### src/rtl/sdram_arbit.sv
// rtl/sdram_arbit.sv - SDRAM command arbiter between init, refresh, write and read clients
//
// Ports:
//   sclk, s_rst_n                      clock, asynchronous active-low reset
//   init_cmd/init_addr/flag_init_end   init sequencer command, address and done level
//   ref_req/ref_en/flag_ref_end        refresh request, grant and done
//   aref_cmd/aref_addr                 refresh command and address
//   wr_req/wr_en/flag_wr_end           write request, grant and done
//   wr_cmd/wr_addr/wr_bank             write command, address and bank
//   rd_req/rd_en/flag_rd_end           read request, grant and done
//   rd_cmd/rd_addr/rd_bank             read command, address and bank
//   sdram_*                            SDRAM command, bank and address pins
//   arb_state                          one-hot state register (debug)
module sdram_arbit #(
  parameter logic [3:0] NOP_CMD = 4'b0111
) (
  input  logic        sclk,
  input  logic        s_rst_n,
  input  logic [3:0]  init_cmd,
  input  logic [12:0] init_addr,
  input  logic        flag_init_end,
  input  logic        ref_req,
  output logic        ref_en,
  input  logic        flag_ref_end,
  input  logic [3:0]  aref_cmd,
  input  logic [12:0] aref_addr,
  input  logic        wr_req,
  output logic        wr_en,
  input  logic        flag_wr_end,
  input  logic [3:0]  wr_cmd,
  input  logic [12:0] wr_addr,
  input  logic [1:0]  wr_bank,
  input  logic        rd_req,
  output logic        rd_en,
  input  logic        flag_rd_end,
  input  logic [3:0]  rd_cmd,
  input  logic [12:0] rd_addr,
  input  logic [1:0]  rd_bank,
  output logic        sdram_cke,
  output logic        sdram_cs_n,
  output logic        sdram_ras_n,
  output logic        sdram_cas_n,
  output logic        sdram_we_n,
  output logic [1:0]  sdram_bank,
  output logic [12:0] sdram_addr,
  output logic [4:0]  arb_state
);

  typedef enum logic [4:0] {
    IDLE  = 5'b00001,
    ARBIT = 5'b00010,
    AREF  = 5'b00100,
    WRITE = 5'b01000,
    READ  = 5'b10000
  } state_t;

  state_t state_q, state_d;
  logic [3:0] cmd;

  // Every client returns to ARBIT when done, so a fresh arbitration cycle
  // always separates two grants and an active client is never preempted.
  always_comb begin
    state_d = state_q;
    case (state_q)
      IDLE:    if (flag_init_end) state_d = ARBIT;
      ARBIT: begin
        if (ref_req)     state_d = AREF;
        else if (wr_req) state_d = WRITE;
        else if (rd_req) state_d = READ;
      end
      AREF:    if (flag_ref_end) state_d = ARBIT;
      WRITE:   if (flag_wr_end)  state_d = ARBIT;
      READ:    if (flag_rd_end)  state_d = ARBIT;
      default: state_d = IDLE;
    endcase
  end

  always_ff @(posedge sclk or negedge s_rst_n) begin
    if (!s_rst_n) state_q <= IDLE;
    else          state_q <= state_d;
  end

  assign arb_state = state_q;

  // Grants decode the state register directly so that a reset drops them
  // without waiting for a clock edge.
  assign ref_en = (state_q == AREF);
  assign wr_en  = (state_q == WRITE);
  assign rd_en  = (state_q == READ);

  always_comb begin
    cmd        = NOP_CMD;
    sdram_addr = 13'd0;
    sdram_bank = 2'b00;
    case (state_q)
      IDLE: begin
        cmd        = init_cmd;
        sdram_addr = init_addr;
      end
      AREF: begin
        cmd        = aref_cmd;
        sdram_addr = aref_addr;
      end
      WRITE: begin
        cmd        = wr_cmd;
        sdram_addr = wr_addr;
        sdram_bank = wr_bank;
      end
      READ: begin
        cmd        = rd_cmd;
        sdram_addr = rd_addr;
        sdram_bank = rd_bank;
      end
      default: begin
        cmd        = NOP_CMD;
        sdram_addr = 13'd0;
        sdram_bank = 2'b00;
      end
    endcase
  end

  assign {sdram_cs_n, sdram_ras_n, sdram_cas_n, sdram_we_n} = cmd;
  assign sdram_cke = 1'b1;

endmodule

### config.mk
export PLATFORM = sky130hd
export DESIGN_NAME = sdram_arbit
export DESIGN_NICKNAME = d
export VERILOG_FILES = /design/src/rtl/sdram_arbit.sv
export SDC_FILE = /design/constraint.sdc
export NUM_CORES = 1
export LEC_CHECK = 0
export CAP_MARGIN = 20
export CORE_ASPECT_RATIO = 1.1
export CORE_MARGIN = 2
export CORE_UTILIZATION = 23
export DETAILED_ROUTE_END_ITERATION = 8
export PLACE_DENSITY_LB_ADDON = 0.2
export REMOVE_ABC_BUFFERS = 1
export SLEW_MARGIN = 20
export SYNTH_ARGS = -nofsm -noshare
export SYNTH_HDL_FRONTEND = slang
export SYNTH_SLANG_ARGS = --single-unit
export TNS_END_PERCENT = 100
### constraint.sdc
create_clock -name sclk -period 1.61 [get_ports sclk]
set_clock_uncertainty 0.2 [all_clocks]
set_input_delay 0.322 -clock sclk [delete_from_list [all_inputs] [get_ports sclk]]
set_output_delay 0.322 -clock sclk [all_outputs]
set_load 0.05 [all_outputs]
Word level (Yosys, flattened, before mapping)
Index checks and enable logic that the tools add are counted.
Widths: inputs -> output; s select.
{ "totals": {"input_bits": 81, "output_inout_bits": 28, "reg_bits": 5, "word_cells": 23} }
{ "op_classes": {"n_eq_ne": 10, "n_reduce_logical": 1, "n_mux": 11} }
{ "op_table": {"columns": ["op", "n"], "rows": [
  ["$pmux 13 s4", 1],
  ["$mux 5", 7],
  ["$pmux 5 s5", 1],
  ["$pmux 4 s4", 1],
  ["$ne 2x1->1 const B", 3],
  ["$eq 5x1->1 const B", 1],
  ["$eq 5x2->1 const B", 1],
  ["$eq 5x3->1 const B", 1],
  ["$eq 5x4->1 const B", 1],
  ["$eq 5x5->1 const B", 1],
  ["$reduce_and 5->1", 1],
  ["$ne 4x4->1 const B", 1],
  ["$pmux 2 s2", 1],
  ["$ne 2x2->1 const B", 1]
]} }

Depth between registers and ports, before layout
Gate-level depths: netlist (run 1).
{ "logic_depth": {"word_depth": 4, "ltp_mapped": 7, "mapped_depth_nobuf": 5} }

Worst setup path before layout (run 1)
OpenSTA, ideal clock, no wires.
{ "synth_timing": {"path_type": "register to output", "startpoint": "register state_q[4], in the netlist arb_state[4]", "endpoint": "output sdram_cas_n", "path_slack_ps": -963, "required_time_ps": 1088, "path_buffers": 2, "t_arrival_ps": 2051, "stages_incl_launch_ff": 7, "cell_sequence": "dfrtp_1 -> buf_6 -> inv_1 -> nor4b_2 -> buf_2 -> a22oi_1 -> nand3b_1"} }
{ "synth_via": {"elab_chain_cells": 2, "word_cells_on_any_way": 5, "classes_between": "4 x eq/ne; 1 x mux"} }
{ "synth_rtl": {"columns": ["element", "line", "rtl"], "rows": [
  ["start, declared", "57", "state_t state_q, state_d;"],
  ["start signal, assigned", "80", "else state_q <= state_d;"],
  ["$eq 5x5->1", null, null],
  ["via rd_en", "34", "output logic rd_en,"],
  ["$pmux 4 s4", "95", "case (state_q)"],
  ["end, declared", "42", "output logic sdram_cas_n,"]
]} }
The timed path passes the listed nets, and every way through them passes these cells.

Worst setup path in the final report (run 1)
{ "layout_timing": {"startpoint": "register state_q[0], in the netlist arb_state[0]", "endpoint": "output sdram_cs_n"} }
{ "layout_via": {"elab_chain_cells": 2, "word_cells_on_any_way": 5, "classes_between": "4 x eq/ne; 1 x mux"} }
{ "layout_rtl": {"columns": ["element", "line", "rtl"], "rows": [
  ["$eq 5x5->1 (tied with other cells)", "95", null],
  ["$pmux 4 s4 (*)", "95", null],
  ["end, declared", "40", "output logic sdram_cs_n,"]
]} }
Mark *: on every way between the ends. The rest lies on a longest branch, timed or not.

==> results of run 1 <==
[routing by layer]
metal | track usage (%) | share of wire (%)
met5 | 0 | 0
met3 | 3.11 | 7.1
met4 | 6.25 | 2.6
met2 | 48.7 | 57
met1 | 27.0 | 33
[worst reg2reg max path: cells and delay by family (launching register included)]
family | cells | cell delay (ns)
flip-flops | 1 | 0.40
AO/OA/AOI/OAI | 3 | 0.54
AND/OR/NAND/NOR | 1 | 0.13
buffers and inverters | 3 | 0.42
[area by class of cell]
| type | count | area, µm² | area share (%) |
|---|---|---|---|
| tap | 48 | 60.1 | 2.24 |
| inverter | 6 | 25.0 | 0.934 |
| timing repair buffer | 142 | 1690 | 63.1 |
| multi-input combinational | 87 | 749 | 28.0 |
| sequential | 5 | 129 | 4.81 |
| clock buffer | 4 | 26.3 | 0.981 |
[synthesized netlist by cell type, types with 2 or more instances]
library cell   n
a22o_1         2
a22oi_1       34
buf_2          5
buf_4          2
buf_6          5
dfrtp_1        4
inv_1          6
nand2_1       16
nand3b_1       4
nor2_1         3
nor3_1         2
nor3b_1        2
o211ai_1       2
o21ai_0        4
[what timing repair did]
| item | 4_1_cts | 5_1_grt |
|---|---|---|
| setup buffers | 9 | 6 |
| pin swaps | 16 | 16 |
| resized for setup | 27 | 21 |
| cloned | 1 | 1 |
| setup endpoints to repair | 28 | 28 |
[power by group]
group | internal, mW | switching, mW | total [mW]
clock network | 0.0941 | 0.0576 | 0.152
logic | 1.92 | 1.95 | 3.87
registers | 0.174 | 0.0630 | 0.237
[final timing paths]
path,start,endpoint,cells past startpoint
setup / recovery,arb_state[0],sdram_cs_n,6
hold / removal,s_rst_n,arb_state[3],1
setup reg to reg,arb_state[4],arb_state[4],7
hold reg to reg,arb_state[4],arb_state[4],3
max in group asynchronous,s_rst_n,arb_state[0],1
min in group sclk,flag_init_end,arb_state[0],2
[logic make-up (layout without fill, tap and decap cells)]
| logic type | count (synthesis) | in the layout | synth area share, % |
|---|---|---|---|
| compound gates | 49 | 49 | 44.7 |
| xor+xnor | 1 | 1 | 1.06 |
| buf+inv | 18 | 152 | 14.4 |
| flops | 5 | 5 | 15.3 |
| other cells | 1 | 1 | 0.454 |
| simple gates | 35 | 36 | 24.1 |
[through the flow]
stage / power (mW) / worst slack (ns) / std cells
after floorplan: 1.79 / -2.31 / 97
after global placement: 3.68 / -0.355 / 274
after detailed placement: 3.74 / -0.464 / 274
after CTS: 4.12 / -0.623 / 286
after global routing: 4.44 / -0.794 / 292
final: 4.26 / -0.684 / 292
==> flow_summary.toml, run 1 <==
[outcome]
status = "finished, violations left"
violations = "setup timing"

[setup_path]
critPathBufInv = 2
slowest_stage = "dfstp_2"
critPathTopFamily = "flip-flops"
end_kind = "output port"
r2r_setup_slack_ns = -0.18
path_max_fanout = 9
cpPeakStageDelay_ns = 0.58
path_class = "flip-flop to output port"
startpoint_type = "flip-flop"
crit_chain = "nor2_4 > buf_4 > and3_4 > a22oi_1 > nand2_1 > buf_12"
crit_arrival_ns = 1.77
cp.required_ns = 1.09

[floorplan]
dieArea_um2 = 4090
pin_count = 109
die_w_um = 61.1
start_util_pct = 24.4
row_count = 22
core-area_um2 = 3390
dieHeight_um = 66.8

[layout]
drive_above_1_share_pct = 41.4
fin_nets = 326
largest_reg_flops = 5
layout_commonest_cell = "clkdlybuf4s50_1"
final_area_um2 = 2680
area_growth_pct = 224
insertedDiodeCount = 0
nFillCells = 238
layout_common_cells = "clkdlybuf4s50_1 (80), buf_12 (30), a22oi_1 (23), buf_4 (23), nand2_1 (12)"
final_core_util_pct = 79.1

[global_routing]
grt_max_degree = 18
grt_pass1_vias = 1513
grt_usage_pct = 24.9
grt_pass1_wl_um = 7580
grt_overflow = 0
antenna_found_initial = 0

[yosys]
seq_area_frac_synth_pct = 15.3
synth-main-ff-cell = "dfrtp_1"
ys_top_cells_by_area = "a22oi_1 (31%), dfrtp_1 (12%), nand2_1 (7.3%)"
synth_edf_count = 0
postSynthCellCount = 109
synth_area_leader_cell = "a22oi_1"
syn_area_per_cell_um2 = 7.58
yosysWarnings = 0
ys_ff_latch = 5
syn_area_um2 = 826
synth_top_area_share_pct = 30.9
synth.distinct_cells = 32
async_flop_share_pct = 100

[timing]
hold_viol_final = 0
period_share_pct = 142
finalSetupViolCount = 27
finalCriticalPeriod_ns = 2.29
rsz0062_at_grt = "true"
fmax_ghz = 0.436
setup_ws_ns = -0.684
finalSetupTns_ns = -13.92
drv_slew = 0
whs_ns = 0.100

[hold_path]
hold_class = "primary input to asynchronous set/reset pin"

[clock_tree]
postCtsHoldBufs = 0
cts_tree = "yes"
numCtsBuffers = 3
h-tree-depth = 1
clk_latency_ns = 0.25
clk_path_buf_depth = 2
cts_sinks = 5
cts_root_buffer = "clkbuf_4"
clk_pin_slew_ns = 0.06

[placement]
place_hpwl_um = 4020
place_area_um2 = 2350
io_buffers = 107
gp_congestion = 0.848

[route]
drcViolationCount = 0
vias_per_cell = 5.15
first_pass_iters = 4
ant_nets = 0
drt_iter0_drc = 73
routedWlPerCell_um = 19.3
vias = 1503
wl_um = 5640

[power]
p_leak_nw = 1.09
powerDensity_nw_per_um2 = 1590
ir_drop_mv = 0.860

[flow_run]
max_cap_viol_count = 0
No activity file was read; power rests on OpenSTA's default activity.
==> run 2, diff against run 1 <==
--- a/config.mk
+++ b/config.mk
@@ -12,6 +12,7 @@
 export DETAILED_ROUTE_END_ITERATION = 8
 export PLACE_DENSITY_LB_ADDON = 0.2
 export REMOVE_ABC_BUFFERS = 1
+export SKIP_CTS_REPAIR_TIMING = 1
 export SLEW_MARGIN = 20
 export SYNTH_ARGS = -nofsm -noshare
 export SYNTH_HDL_FRONTEND = slang
==> flow_summary.toml, run 2 (same netlist as run 1, synthesis figures left out) <==
[setup_path]
end_kind = "output port"
path_class = "flip-flop to output port"
cp.required_ns = 1.09
path_max_fanout = 7
crit_arrival_ns = 1.79
startpoint_type = "flip-flop"

[clock_tree]
clk_latency_ns = 0.24
cts_root_buffer = "clkbuf_4"
clk_path_buf_depth = 2
cts_sinks = 5
cts_tree = "yes"
numCtsBuffers = 3
clk_pin_slew_ns = 0.05
h-tree-depth = 1

[timing]
fmax_ghz = 0.433
drv_slew = 0
setup_ws_ns = -0.701
hold_viol_final = 0
finalSetupViolCount = 24
finalSetupTns_ns = -13.17
rsz0062_at_grt = "true"
period_share_pct = 144
finalCriticalPeriod_ns = 2.31

[power]
p_leak_nw = 1.05
ir_drop_mv = 0.738
power_mw = 4.15
powerDensity_nw_per_um2 = 1610

[placement]
gp_congestion = 0.848
place_hpwl_um = 4020
place_area_um2 = 2350
io_buffers = 107
dp_cells = 274

[global_routing]
antenna_found_initial = 0
grt_max_degree = 20
grt_pass1_vias = 1395
grt_usage_pct = 22.1
grt_pass1_wl_um = 6800
grt_overflow = 0

[floorplan]
die_w_um = 61.1
core-area_um2 = 3390
dieArea_um2 = 4090
row_count = 22
pin_count = 109
dieHeight_um = 66.8
start_util_pct = 24.4

[route]
first_pass_iters = 4
vias_per_cell = 5.11
wl_um = 5200
ant_nets = 0
routedWlPerCell_um = 18.1
drt_iter0_drc = 61
drcViolationCount = 0
vias = 1468

[flow_run]
max_cap_viol_count = 0

[layout]
drive_above_1_share_pct = 38.1
layout_common_cells = "clkdlybuf4s50_1 (80), buf_12 (30), a22oi_1 (25)"
largest_reg_flops = 5
insertedDiodeCount = 0
fin_nets = 321
area_growth_pct = 213
final_cell_count_no_fill = 287
layout_commonest_cell = "clkdlybuf4s50_1"
final_area_um2 = 2590

[outcome]
violations = "setup timing"
status = "finished, violations left"

[hold_path]
hold_class = "primary input to asynchronous set/reset pin"
==> run 2: changes by cell type in the layout (fill, tap and decap cells not counted), moves of 2 or more <==
cell	previous run	this run
a22oi_1	23	25
a22oi_2	11	9
buf_4	23	21
buf_6	8	6
nand2_1	12	14
nand2_2	4	2
==> run 2: through the flow <==
stage          hold WS (ns)  utilization (%)  worst slack (ns)
2_1_floorplan        -0.174                -             -2.31
3_3_place_gp          0.355             69.5            -0.355
3_5_place_dp          0.361             69.5            -0.464
4_1_cts               0.102             70.3            -0.732
5_1_grt               0.127             76.4            -0.769
6_report             0.0992             76.4            -0.701
==> run 2: final timing paths <==
kind | slack (ns) | from | end | depth (start not counted)
setup / recovery | -0.70 | arb_state[3] | sdram_ras_n | 5
hold / removal | 0.1 | s_rst_n | arb_state[3] | 1
setup reg to reg | -0.21 | arb_state[3] | arb_state[1] | 6
hold reg to reg | 0.51 | arb_state[4] | arb_state[4] | 3
max in group asynchronous | 0.86 | s_rst_n | arb_state[0] | 1
min in group sclk | 0.47 | flag_init_end | arb_state[0] | 2
==> run 2: layer usage <==
layer / routed length, µm / global-route usage (%)
met3: 334 / 2.33
met2: 3030 / 43.1
met4: 72 / 5.16
met5: 0 / 0
met1: 1760 / 24.3
==> run 2: power by group <==
group | leakage, nW | switching [mW] | internal (mW)
combinational | 0.975 | 1.91 | 1.87
clock | 0.0150 | 0.0517 | 0.0937
sequential | 0.0610 | 0.0628 | 0.174
==> run 2: layout make-up <==
type	count	area, µm²
inverter	6	25.0
sequential	5	129
fill	234	800
timing repair buffer	138	1650
multi-input combinational	86	694
tap	48	60.1
clock buffer	4	26.3
==> run 2: critical path, cell delays in order, from the launching register on <==
cell	delay [ns]
dfrtp_2	0.49
xor2_2	0.20
o211ai_1	0.25
a21o_1	0.25
nand3b_1	0.20
buf_12	0.16
==> run 3, diff against run 2 <==
--- a/config.mk
+++ b/config.mk
@@ -10,6 +10,7 @@
 export CORE_MARGIN = 2
 export CORE_UTILIZATION = 23
 export DETAILED_ROUTE_END_ITERATION = 8
+export GPL_ROUTABILITY_DRIVEN = 1
 export PLACE_DENSITY_LB_ADDON = 0.2
 export REMOVE_ABC_BUFFERS = 1
 export SKIP_CTS_REPAIR_TIMING = 1
==> results of run 3 <==
Final layout, timing and power as in run 2 (identical DEF).
